$ cat config.mk
export PLATFORM = sky130hd
export DESIGN_NAME = pipe_chain_flat
export DESIGN_NICKNAME = d
export VERILOG_FILES = /design/src/rtl/pipe_chain_if.sv /design/src/rtl/pipe_chain.sv /design/src/flat_wrapper.sv
export SDC_FILE = /design/constraint.sdc
export NUM_CORES = 1
export LEC_CHECK = 0
export BUFFER_PORTS_ARGS = -buffer_cell sky130_fd_sc_hd__buf_2
export CAP_MARGIN = 40
export CORE_ASPECT_RATIO = 0.7
export CORE_UTILIZATION = 54
export CTS_BUF_LIST = sky130_fd_sc_hd__clkbuf_16
export DETAILED_ROUTE_END_ITERATION = 12
export GPL_TIMING_DRIVEN = 0
export PLACE_DENSITY = 0.81
export SLEW_MARGIN = 30
export SYNTH_ARGS = -nofsm -noshare
export SYNTH_HDL_FRONTEND = slang
export SYNTH_HIERARCHICAL = 1
export SYNTH_SLANG_ARGS = --single-unit
$ cat constraint.sdc
create_clock -name clk -period 7.1 [get_ports clk]
set_input_delay 1.065 -clock clk [delete_from_list [all_inputs] [get_ports clk]]
set_output_delay 1.065 -clock clk [all_outputs]
set_load 0.01 [all_outputs]
$ cat src/rtl/pipe_chain_if.sv
// Stream bus for pipe_chain: upstream offer (valid/data/halt/ready) and
// downstream delivery (valid/data/ready) grouped in one interface.
interface pipe_chain_if #(
    parameter int WIDTH = 32
);
    logic             in_valid;
    logic [WIDTH-1:0] in_data;
    logic             in_halt;
    logic             in_ready;
    logic             out_valid;
    logic [WIDTH-1:0] out_data;
    logic             out_ready;

    // Producer/consumer side: drives the offer, observes acceptance and output
    modport master (
        output in_valid, in_data, in_halt, out_ready,
        input  in_ready, out_valid, out_data
    );

    // Pipeline side
    modport slave (
        input  in_valid, in_data, in_halt, out_ready,
        output in_ready, out_valid, out_data
    );
endinterface

$ cat src/rtl/pipe_chain.sv
// pipe_chain: DEPTH-stage valid/ready pipeline with flush of the youngest
// KILL stages and a sticky halt that blocks input once a halt item enters.
// Optional macro PIPE_CHAIN_COLLAPSE_EN switches from a global advance to
// per-stage ready so bubbles fill in while the output is stalled.

// One pipeline stage: valid, halt tag and payload.
module pipe_chain_stage #(
    parameter int WIDTH = 32
) (
    input  logic             clk,
    input  logic             rst,
    input  logic             load,
    input  logic             kill,
    input  logic             src_v,
    input  logic [WIDTH-1:0] src_d,
    input  logic             src_h,
    output logic             v,
    output logic [WIDTH-1:0] d,
    output logic             h
);
    // Control state: take predecessor on load, otherwise hold unless killed
    always_ff @(posedge clk) begin
        if (rst) begin
            v <= 1'b0;
            h <= 1'b0;
        end else if (load) begin
            v <= src_v;
            h <= src_h;
        end else begin
            v <= v && !kill;
        end
    end

    // Payload has no reset; it is only meaningful while v is set
    always_ff @(posedge clk) begin
        if (load) d <= src_d;
    end
endmodule

module pipe_chain #(
    parameter int WIDTH = 32,
    parameter int DEPTH = 4,
    parameter int KILL  = 2
) (
    input  logic                       clk,
    input  logic                       rst,
    pipe_chain_if.slave                bus,
    input  logic                       flush,
    output logic                       halted,
    output logic [$clog2(DEPTH+1)-1:0] count
);
    localparam int CW = $clog2(DEPTH+1);

    logic [DEPTH-1:0]            vld_pipe;
    logic [DEPTH-1:0]            hlt_pipe;
    logic [DEPTH-1:0][WIDTH-1:0] dat_pipe;
    logic [DEPTH-1:0]            load;
    logic [DEPTH-1:0]            kill;
    logic [DEPTH-1:0]            src_v;
    logic [DEPTH-1:0]            src_h;
    logic [DEPTH-1:0][WIDTH-1:0] src_d;
    logic                        halt_pend;
    logic                        in_rdy;
    logic                        acc;
    logic                        xfer;

`ifdef PIPE_CHAIN_COLLAPSE_EN
    logic [DEPTH-1:0] rdy;

    // Per-stage ready: a stage can load if it is empty or its successor moves
    always_comb begin
        rdy = '0;
        rdy[DEPTH-1] = !vld_pipe[DEPTH-1] || bus.out_ready;
        for (int i = DEPTH - 2; i >= 0; i--) begin
            rdy[i] = !vld_pipe[i] || rdy[i+1];
        end
    end

    assign load = rdy;
`else
    logic adv;

    // Whole chain moves together or not at all; bubbles keep their slot
    assign adv  = !vld_pipe[DEPTH-1] || bus.out_ready;
    assign load = {DEPTH{adv}};
`endif

    assign halt_pend = |(vld_pipe & hlt_pipe);
    assign in_rdy    = load[0] && !flush && !halt_pend && !halted;
    assign acc       = bus.in_valid && in_rdy;

    assign bus.in_ready  = in_rdy;
    assign bus.out_valid = vld_pipe[DEPTH-1];
    assign bus.out_data  = dat_pipe[DEPTH-1];
    assign xfer          = vld_pipe[DEPTH-1] && bus.out_ready;

    // Stage wiring: a stage loading from a killed predecessor receives a bubble
    for (genvar i = 0; i < DEPTH; i++) begin : g_stage
        localparam bit IN_KILL = (i < KILL);

        assign kill[i] = flush && IN_KILL;

        if (i == 0) begin : g_head
            assign src_v[i] = acc;
            assign src_d[i] = bus.in_data;
            assign src_h[i] = bus.in_halt;
        end else begin : g_body
            assign src_v[i] = vld_pipe[i-1] && !kill[i-1];
            assign src_d[i] = dat_pipe[i-1];
            assign src_h[i] = hlt_pipe[i-1];
        end

        pipe_chain_stage #(.WIDTH(WIDTH)) u_stage (
            .clk   (clk),
            .rst   (rst),
            .load  (load[i]),
            .kill  (kill[i]),
            .src_v (src_v[i]),
            .src_d (src_d[i]),
            .src_h (src_h[i]),
            .v     (vld_pipe[i]),
            .d     (dat_pipe[i]),
            .h     (hlt_pipe[i])
        );
    end

    // Sticky halt: set once a halt-tagged item leaves; with KILL==DEPTH a
    // flushed output item that transfers in the same cycle still counts
    always_ff @(posedge clk) begin
        if (rst)                            halted <= 1'b0;
        else if (xfer && hlt_pipe[DEPTH-1]) halted <= 1'b1;
    end

    // Occupancy: population count of the stage valid bits
    always_comb begin
        count = '0;
        for (int i = 0; i < DEPTH; i++) begin
            count = count + CW'(vld_pipe[i]);
        end
    end
endmodule
$ cat src/flat_wrapper.sv
// flat-port wrapper written by rule: the top's interface ports become plain ports
module pipe_chain_flat 
#(
    parameter int WIDTH = 32,
    parameter int DEPTH = 4,
    parameter int KILL  = 2
)
  (clk, rst, flush, halted, count, bus_in_valid, bus_in_data, bus_in_halt, bus_out_ready, bus_in_ready, bus_out_valid, bus_out_data);
  pipe_chain_if #(.WIDTH(WIDTH)) bus_i ();
  input  logic clk;
  input  logic rst;
  input  logic flush;
  output logic halted;
  output logic [$clog2(DEPTH+1)-1:0] count;
  input wire logic [$bits(bus_i.in_valid)-1:0] bus_in_valid;
  input wire logic [$bits(bus_i.in_data)-1:0] bus_in_data;
  input wire logic [$bits(bus_i.in_halt)-1:0] bus_in_halt;
  input wire logic [$bits(bus_i.out_ready)-1:0] bus_out_ready;
  output wire logic [$bits(bus_i.in_ready)-1:0] bus_in_ready;
  output wire logic [$bits(bus_i.out_valid)-1:0] bus_out_valid;
  output wire logic [$bits(bus_i.out_data)-1:0] bus_out_data;
  assign bus_i.in_valid = bus_in_valid;
  assign bus_i.in_data = bus_in_data;
  assign bus_i.in_halt = bus_in_halt;
  assign bus_i.out_ready = bus_out_ready;
  assign bus_in_ready = bus_i.in_ready;
  assign bus_out_valid = bus_i.out_valid;
  assign bus_out_data = bus_i.out_data;
  pipe_chain #(.WIDTH(WIDTH), .DEPTH(DEPTH), .KILL(KILL)) u_core (.clk(clk), .rst(rst), .bus(bus_i), .flush(flush), .halted(halted), .count(count));
endmodule
### Word level (Yosys, flattened, before mapping)

Cells that the tools add are included.

* bits in registers: 137
* output and inout bits: 38

* add/subtract/negate cells: 3
* muxes and demuxes: 2
* bitwise logic cells: 1
* reduce and logical (&&, ||, !) cells: 14

Operators with widths (number)
* 1-bit logical AND: 8
* 3-bit by 1-bit adder with 3-bit output: 2
* 4-bit bitwise AND: 1
* 1-bit zero test: 4
* 4-bit OR reduction: 1
* 1-bit by 1-bit adder with 2-bit output: 1
* 1-bit 2-to-1 mux: 2
* 1-bit logical OR: 1

### Longest topological paths before layout

Gate-level depths: netlist of run 1.

* word-level depth: 7
* mapped depth: 5
* gate-level depth less buffers: 5

### Cells and area by module

Netlist of run 1, hierarchy kept.

By module, submodules not included
* pipe_chain_stage: instances 4, cells each 39, area each 1032.2 um^2
* pipe_chain: instances 1, cells each 20, area each 152.6 um^2

### Worst setup path before layout of run 1

Ideal clock, no wire load.

* path type: input-to-output
* start point: input port bus_out_ready
* end point: output port bus_in_ready
* data arrival time: 5.127 ns
* path slack: 0.908 ns
* stages: 2
* buffers on the path: 0
* path through: nand2b_1 -> and4_1

* word-level cells in the longest chain between the ends: 4

Ends and longest elaborated chain
* from (decl): line flat_wrapper.sv:18 `input wire logic [$bits(bus_i.out_ready)-1:0] bus_out_ready;`
* 1-bit logical OR: line pipe_chain.sv:84 `assign adv = !vld_pipe[DEPTH-1] || bus.out_ready;`
* 1-bit logical AND (3 in a row): line pipe_chain.sv:89 `assign in_rdy = load[0] && !flush && !halt_pend && !halted;`
* to (decl): line flat_wrapper.sv:19 `output wire logic [$bits(bus_i.in_ready)-1:0] bus_in_ready;`

Every way passes these cells.

### Final worst setup path of run 1

* start point: register u_core.g_stage[3].u_stage.v
* end point: output port count[1]

* word-level cells in the longest chain between the ends: 1

Ends and longest elaborated chain
* from (decl): line pipe_chain.sv:17 `output logic v,`
* from (signal assigned): line pipe_chain.sv:27 `v <= src_v;`
* from (signal assigned): line pipe_chain.sv:30 `v <= v && !kill;`
* 3-bit by 1-bit adder with 3-bit output: line pipe_chain.sv:138 `count = count + CW'(vld_pipe[i]);`
* to (decl): line flat_wrapper.sv:14 `output logic [$clog2(DEPTH+1)-1:0] count;`

Every way passes these cells.

==> results of run 1 <==
## layout make-up
class | instances | area, um^2 | area share
Tap cell | 98 | 122.6 | 0.02253
Inverter | 5 | 18.77 | 0.003448
Timing Repair Buffer | 77 | 422.9 | 0.07770
Clock inverter | 13 | 178.9 | 0.03287
Clock buffer | 17 | 425.4 | 0.07816
Sequential cell | 137 | 4024 | 0.7393
Multi-Input combinational cell | 35 | 250.2 | 0.04598
## final timing paths
path	slack, ps	to	cells past startpoint
hold / removal	420	u_core/g_stage[1].u_stage/d[15]$_DFFE_PP_	0
setup reg to reg	5330	u_core/g_stage[0].u_stage/v$_SDFF_PP0_	4
setup / recovery	3890	count[1]	6
hold reg to reg	420	u_core/g_stage[1].u_stage/d[15]$_DFFE_PP_	0
## per-stage QoR
stage	setup WS [ps]	std cells	util	TNS [ps]	cell area, um^2
floorplan	908.1	177	-	0	4285
global placement	-199.4	350	0.6393	-199.4	4783
detailed placement	4015	352	0.6467	0	4838
CTS	3855	382	0.7274	0	5443
global route	3786	382	0.7274	0	5443
finish	3887	382	0.7274	0	5443
## routing by layer
| layer | vias up | global-route usage | part of all wire |
|---|---|---|---|
| li1 | 877 | - | - |
| met1 | 828 | 0.1679 | 0.40 |
| met2 | 62 | 0.2278 | 0.52 |
| met3 | 9 | 0.06843 | 0.065 |
| met4 | 0 | 0.07297 | 0.014 |
| met5 | - | 0 | 0 |
## report_power, final
group	internal [mW]	leakage, nW	switching, mW
clock network	0.581	0.288	0.300
logic	0.0162	0.462	0.0156
registers	0.924	1.43	0.0106
## Yosys cell counts
cell type	instances	area (um^2)
a211oi_2	1	12.51
a21oi_1	4	20.02
a22oi_1	1	7.510
a31oi_1	1	6.260
and2_1	1	6.260
and4_1	1	8.760
conb_1	1	3.750
dfxtp_1	9	180.2
edfxtp_1	128	3844
fa_1	1	20.02
ha_1	2	25.02
inv_1	5	18.77
mux2i_1	4	40.04
nand2_1	5	18.77
nand2b_1	1	6.260
nor2_1	6	22.52
nor2b_1	1	6.260
or3b_1	4	35.03
## cell usage in the layout, fill, tap and decap left out, drive strengths merged, types with 2 or more instances in the layout
| cell type | Yosys | layout |
|---|---|---|
| inv | 5 | 6 |
| clkinvlp | 0 | 3 |
| ha | 2 | 2 |
| bufinv | 0 | 4 |
| dfxtp | 9 | 9 |
| clkbuf | 0 | 17 |
| clkinv | 0 | 5 |
| or3b | 4 | 4 |
| conb | 1 | 2 |
| nor2 | 6 | 6 |
| nand2 | 5 | 5 |
| edfxtp | 128 | 128 |
| buf | 0 | 77 |
| mux2i | 4 | 4 |
| a21oi | 4 | 4 |
## kinds of logic after synthesis
logic type / count (synthesis)
flops: 137
buf+inv: 5
compound gates: 7
mux: 4
simple gates: 19
other cells: 1
fa+ha+maj: 3
## flip-flops by register name (all words and copies together) (netlist names)
| signal | cells |
|---|---|
| u_core/halted | 1 |
| u_core/g_stage.u_stage/d | 128 |
| u_core/g_stage.u_stage/h | 4 |
| u_core/g_stage.u_stage/v | 4 |
==> results.json, run 1 <==
{
  "synth_fa_ha_area_frac": 0.01052,
  "crit_path_max_fanout": 6,
  "drtPass1Iterations": 6,
  "row_count": 26,
  "initial_core_util": 0.5722,
  "rsz0062_at_grt": "false",
  "worst_path_largest_cell_delay_ps": 560,
  "post_cts_buffers": 0,
  "cp-start-kind": "flop",
  "grt_pass1_wl_um": 8397,
  "drc": 0,
  "cp_data_required_time_ps": 6030,
  "cpLargestDelayFamily": "adder cells",
  "drive_gt1_frac": 0.3803,
  "maxCapViolCount": 0,
  "core-area_um2": 7482,
  "hold_violations": 0,
  "synth_top_family_by_area": "simple AND/OR/NAND/NOR gates",
  "power.total_mw": 1.847,
  "leakage_nw": 2.178,
  "fin_skew_ps": 4.061,
  "overflow": 0,
  "cts_buffers": 17,
  "netlist_instances": 176,
  "cts.sinks": 137,
  "yosys_warnings": 6,
  "setup_viol": 0,
  "synth.distinct_cells": 18,
  "routedWlPerCell_um": 13.73,
  "synth-simple-area-share": 0.02425,
  "cts_root_buf": "clkbuf_16",
  "vdd_drop_max_mv": 0.1952,
  "die_y_um": 76.50,
  "cp_num_buf_inv": 3,
  "end_kind": "primary output",
  "drt_iter0_drc": 77,
  "htreeDepth": 4,
  "syn_avg_cell_area_um2": 24.33,
  "fin_crit_sh": 0.4526,
  "synth_xor_area_frac": 0,
  "antenna_left": 0,
  "cts_buffer_depth": 2,
  "grt_max_degree": 57,
  "die_area_um2": 8295,
  "track_usage": 0.1456,
  "final_nets": 314,
  "area_growth_pct": 27.12,
  "clock.fmax_mhz": 311.2,
  "diodes": 0,
  "grt_pass1_vias": 1726,
  "gp_congestion": 0.6121,
  "worstSkewPairLatency_ps": 400,
  "ys_ff_latch": 137,
  "hp-class": "flop to flop",
  "postCtsHoldBufs": 0,
  "drt-total-wl_um": 5243,
  "synth_mux_area_frac": 0.009351,
  "arrival_ps": 2150,
  "synth_compound_area_frac": 0.01081,
  "io_pins": 76,
  "antenna_found_initial": 0,
  "hp-start": "u_core/g_stage[0].u_stage/d[15]$_DFFE_PP_",
  "whs_ps": 415.1,
  "path_cells": "inv_1 > fa_1 > inv_1 > ha_1 > ha_1 > buf_2",
  "cpMaxStageDelayCell": "fa_1",
  "port_buffers": 75,
  "slew_violations": 0,
  "status": "finished, final reports clean",
  "synth.yosys.seq_area_share": 0.9398,
  "vias": 1776,
  "die_w_um": 108.4,
  "startpoint": "u_core/g_stage[3].u_stage/v$_SDFF_PP0_",
  "netlist_area_um2": 4282,
  "power.density_nw_per_um2": 339.3,
  "cts_resized": 0,
  "clk_pin_slew_worst_paths_ps": 50,
  "cts_tree": "done",
  "path_class": "flop to primary output",
  "fillCellCount": 458,
  "finalWorstPathRequiredPeriod_ps": 3213,
  "via_per_inst": 4.649,
  "worstReg2RegStart": "u_core/g_stage[3].u_stage/v$_SDFF_PP0_"
}
No activity file was read; power rests on OpenSTA's default activity.
==> inputs of run 2 (changes only) <==
- CORE_UTILIZATION: 54 -> 49
- PLACE_DENSITY: 0.81 -> 0.78
- clock period: 7.1 -> 2.6 ns (I/O delays scaled with it)
==> run 2 against run 1 <==
Compared with the run above: count of clock-buffer cells in the layout is the same; critical endpoint unchanged; register-to-register slack lost 4300 ps; die area grew 10%; utilization shrank 9.2 points; worst setup slack lost 3700 ps; routed wire length shrank 2.8%; first-iteration DRC count grew 6.5%; cell area shrank 0.99%; sequential share of layout area grew 0.76 points.
==> results.json, run 2 (synthesis gave the netlist of run 1 again) <==
{
  "status": "finished, final reports clean",
  "final_nets": 314,
  "cts_root_buf": "clkbuf_16",
  "largest_reg_flops": 128,
  "top_register": "u_core/g_stage.u_stage/d",
  "end_kind": "primary output",
  "fin_skew_ps": 8.186,
  "drt-total-wl_um": 5094,
  "seqPwrFrac": 0.543,
  "htreeDepth": 4,
  "maxCapViolCount": 0,
  "cp_data_required_time_ps": 2210,
  "grt_pass1_vias": 1684,
  "fillCellCount": 611,
  "top_regs": "u_core/g_stage.u_stage/d x128, u_core/g_stage.u_stage/h x4, u_core/g_stage.u_stage/v x4",
  "area_growth_pct": 25.86,
  "rsz0062_at_grt": "false",
  "vdd_drop_max_mv": 0.5537,
  "drc": 0,
  "maxUsedRoutingLayer": "met4",
  "place_hpwl_um": 3140,
  "cts_tree": "done",
  "cts.sinks": 137,
  "worstMarginPinSlew_ps": 624.1,
  "final_cell_mix": "edfxtp_1 (128), buf_2 (75), clkbuf_16 (17)",
  "final_core_util": 0.6356,
  "routedWlPerCell_um": 12.58,
  "switching_share": 0.1814,
  "core-area_um2": 8478,
  "fin_crit_sh": 0.9219,
  "power.total_mw": 4.699,
  "grt_max_degree": 55,
  "gp_congestion": 0.6296,
  "cts_buffers": 17,
  "final_common_cell": "edfxtp_1",
  "wl_met1_um": 2141,
  "setup_viol": 0,
  "path_class": "flop to primary output",
  "arrival_ps": 2010,
  "relSlewSlack": 0.5837,
  "diodes": 0,
  "drive_gt1_frac": 0.3719,
  "die_area_um2": 9122,
  "dp.cells": 374,
  "postCtsHoldBufs": 0,
  "finalWorstPathRequiredPeriod_ps": 2397,
  "port_buffers": 75,
  "layout.area.seq_um2": 4025,
  "multi_input_area_um2": 250.2,
  "post_cts_buffers": 0,
  "row_count": 28,
  "cts_buffer_depth": 2,
  "die_w_um": 113.7,
  "internal_power_mw": 3.846,
  "vias": 1781,
  "route.met3.wl_um": 281,
  "track_usage": 0.1248,
  "pwr-share-comb": 0.018,
  "clock.fmax_mhz": 417.2,
  "final_cell_count_no_fill": 405,
  "cp-start-kind": "flop",
  "clk_pin_slew_worst_paths_ps": 60,
  "p_clk_frac": 0.439,
  "initial_core_util": 0.5050,
  "slew_violations": 0,
  "via_per_inst": 4.398,
  "drtPass1Iterations": 6,
  "drt_iter0_drc": 82,
  "antenna_found_initial": 0,
  "p_sw_mw": 0.8526,
  "power.density_nw_per_um2": 871.9,
  "antenna_left": 0,
  "crit_path_max_fanout": 6,
  "io_pins": 76,
  "hp-class": "input pin to flop",
  "leakage_nw": 2.172,
  "hold_violations": 0,
  "cts_resized": 0,
  "grt_pass1_wl_um": 7783,
  "wl_met2_um": 2620,
  "worstSkewPairLatency_ps": 390,
  "overflow": 0,
  "die_y_um": 80.21
}
run 2: changes by cell type in the layout (fill, tap and decap cells not counted), sizes merged:
cell / previous run / this run
bufinv: 4 / 1
clkinvlp: 3 / 0
clkinv: 5 / 8
inv: 6 / 10
run 2: area by class of cell:
type	instances	area share
Inverter	5	0.003483
Timing Repair Buffer	77	0.07848
Multi-Input combinational cell	35	0.04644
Tap cell	120	0.02786
Sequential cell	137	0.7469
Clock inverter	14	0.01788
Clock buffer	17	0.07894
run 2: per-stage QoR:
step	TNS [ps]	cell area [um^2]	setup slack, ps	hold WS [ps]
5_1_grt	0	5389	89.75	132.3
3_3_place_gp	-86.78	4818	-86.78	400.2
2_1_floorplan	0	4293	369.8	400.3
3_5_place_dp	0	4866	526.1	404.5
6_report	0	5389	203.0	164.7
4_1_cts	0	5388	77.57	142.3
run 2: final timing paths:
check / start / to / slack, ps / cells after the start
setup / recovery: u_core/g_stage[3].u_stage/v$_SDFF_PP0_ / count[1] / 200 / 6
hold / removal: bus_in_data[21] / u_core/g_stage[0].u_stage/d[21]$_DFFE_PP_ / 160 / 1
setup reg to reg: u_core/g_stage[3].u_stage/v$_SDFF_PP0_ / u_core/g_stage[0].u_stage/h$_SDFFE_PP0P_ / 1020 / 4
hold reg to reg: u_core/g_stage[1].u_stage/d[1]$_DFFE_PP_ / u_core/g_stage[2].u_stage/d[1]$_DFFE_PP_ / 410 / 0
run 2: layer usage:
layer / GRT usage / vias to the layer above
met4: 0.07105 / 0
met5: 0 / -
li1: - / 882
met1: 0.1315 / 840
met2: 0.1945 / 53
met3: 0.07547 / 6
run 2: worst max-delay path: stages, from the launching register on:
cell	delay (ps)
dfxtp_2	390
inv_1	80
fa_1	530
inv_1	40
ha_1	170
ha_1	260
buf_2	140
run 2: power groups by stage:
stage / logic [mW] / clock network [mW] / registers (mW)
final: 0.0854 / 2.06 / 2.55
after detailed placement: 0.0868 / 0 / 2.60
after CTS: 0.0872 / 2.12 / 2.55
after global placement: 0.0843 / 0 / 2.59
after global routing: 0.0944 / 2.22 / 2.56
after floorplan: 0.0112 / 0 / 2.60
==> inputs of run 3 (changes only) <==
- CORE_ASPECT_RATIO: 0.7 -> 0.75
==> run 3 against run 2 <==
Compared with the run above: register-to-register slack got worse by 30 ps; count of clock-buffer cells in the layout unchanged; sequential cell count is the same; first-iteration DRC count fell by 46%; sequential power barely moved; die area about the same; combinational power about the same; worst setup slack better by 12 ps; critical endpoint unchanged; largest power group unchanged.
==> results.json, run 3 (synthesis gave the netlist of run 1 again) <==
{
  "worst_path_largest_cell_delay_ps": 530,
  "end_kind": "primary output",
  "hp-class": "input pin to flop",
  "status": "finished, final reports clean",
  "drt-total-wl_um": 5271,
  "area_growth_pct": 27.26,
  "cts_buffer_depth": 2,
  "largest_reg_flops": 128,
  "leakage_nw": 2.176,
  "path_class": "flop to primary output",
  "die_area_um2": 9120,
  "drc": 0,
  "track_usage": 0.1292,
  "initial_core_util": 0.5064,
  "setup_ws_ps": 214.7,
  "multi_input_area_um2": 250.2,
  "cpMaxStageDelayCell": "fa_1",
  "cts_buffers": 17,
  "cp_data_required_time_ps": 2210,
  "drive_gt1_frac": 0.3846,
  "grt_pass1_vias": 1806,
  "cts.sinks": 137,
  "postCtsHoldBufs": 0,
  "port_buffers": 75,
  "cts_root_buf": "clkbuf_16",
  "via_per_inst": 4.604,
  "antenna_left": 0,
  "routedWlPerCell_um": 13.38,
  "rsz0062_at_grt": "false",
  "clk_pin_slew_worst_paths_ps": 60,
  "internal_power_mw": 3.997,
  "gp_congestion": 0.6419,
  "switching_share": 0.1954,
  "final_cell_mix": "edfxtp_1 (128), buf_2 (75), clkbuf_16 (17)",
  "path_cells": "inv_1 > fa_1 > inv_1 > ha_1 > ha_1 > buf_2",
  "hold_violations": 0,
  "top_regs": "u_core/g_stage.u_stage/d x128, u_core/g_stage.u_stage/h x4, u_core/g_stage.u_stage/v x4",
  "vdd_drop_max_mv": 0.6145,
  "io_pins": 76,
  "dpl_worst_slack_ps": 542.4,
  "fin_skew_ps": 6.218,
  "clock.fmax_mhz": 419.2,
  "fin_crit_sh": 0.9174,
  "slew_violations": 0,
  "final_common_cell": "edfxtp_1",
  "finalWorstPathRequiredPeriod_ps": 2385,
  "arrival_ps": 2000,
  "cts_tree": "done",
  "drt_iter0_drc": 44,
  "final_core_util": 0.6445,
  "die_y_um": 82.96,
  "pwr-share-comb": 0.017,
  "diodes": 0,
  "drtPass1Iterations": 3,
  "fillCellCount": 568,
  "grt_pass1_wl_um": 8238,
  "antenna_found_initial": 0,
  "final_nets": 314,
  "seqPwrFrac": 0.514,
  "p_sw_mw": 0.9707,
  "power.total_mw": 4.967,
  "p_clk_frac": 0.469,
  "layout.area.seq_um2": 4025,
  "maxCapViolCount": 0,
  "power.density_nw_per_um2": 911.6,
  "overflow": 0,
  "htreeDepth": 4,
  "worstSkewPairLatency_ps": 400,
  "core-area_um2": 8454,
  "top_register": "u_core/g_stage.u_stage/d",
  "setup_viol": 0,
  "crit_path_max_fanout": 6,
  "die_w_um": 109.9,
  "finalSetupTns_ps": 0,
  "row_count": 29,
  "place_hpwl_um": 3295,
  "cp-start-kind": "flop",
  "vias": 1814,
  "grt_max_degree": 56
}
run 3: changes by cell type in the layout (fill, tap and decap cells not counted), moves of 2 or more:
cell / before / now
clkinv_1: 0 / 2
clkinvlp_4: 0 / 2
inv_1: 10 / 5
inv_6: 0 / 6
clkinv_2: 6 / 0
run 3: area by class of cell:
type                            instances  share of cell area
Clock buffer                           17             0.07807
Tap cell                              108             0.02480
Clock inverter                         15             0.03008
Sequential cell                       137              0.7387
Inverter                                5            0.003444
Multi-Input combinational cell         35             0.04592
Timing Repair Buffer                   77             0.07899
run 3: what timing repair did:
action | in CTS | in global routing
endpoints found under the setup margin | 0 | 1
gates resized for setup | 0 | 1
setup buffers | 0 | 0
run 3: per-stage QoR:
step | instances | hold WS, ps | instance area, um^2
2_1_floorplan | 177 | 400.3 | 4293
3_3_place_gp | 360 | 400.3 | 4803
3_5_place_dp | 362 | 404.5 | 4858
4_1_cts | 394 | 138.0 | 5448
5_1_grt | 394 | 135.7 | 5449
6_report | 394 | 160.6 | 5449
run 3: worst paths after layout:
check	startpoint	cells past startpoint	to	slack (ps)
max	u_core/g_stage[3].u_stage/v$_SDFF_PP0_	6	count[1]	210
min	bus_in_data[31]	1	u_core/g_stage[0].u_stage/d[31]$_DFFE_PP_	160
max reg2reg	u_core/g_stage[3].u_stage/v$_SDFF_PP0_	4	u_core/g_stage[2].u_stage/v$_SDFF_PP0_	990
min reg2reg	u_core/g_stage[2].u_stage/d[21]$_DFFE_PP_	0	u_core/g_stage[3].u_stage/d[21]$_DFFE_PP_	420
run 3: worst max-delay path: cells and delay by family (launching register included):
| family | cells | cell delay (ps) |
|---|---|---|
| adders and majority gates | 3 | 960 |
| DFF | 1 | 390 |
| buffers and inverters | 3 | 260 |
run 3: power groups by stage:
stage | clock network (mW) | registers [mW] | logic, mW
finish | 2.33 | 2.55 | 0.0856
global route | 2.47 | 2.56 | 0.0948
CTS | 2.38 | 2.55 | 0.0876
detailed placement | 0 | 2.60 | 0.0876
global placement | 0 | 2.59 | 0.0854
floorplan | 0 | 2.60 | 0.0112
run 3: layer usage:
metal	vias to the layer above	global-route usage	wire, um
li1	889	-	-
met1	870	0.1366	2130
met2	51	0.2131	2812
met3	4	0.05651	285
met4	0	0.07273	42
met5	-	0	0
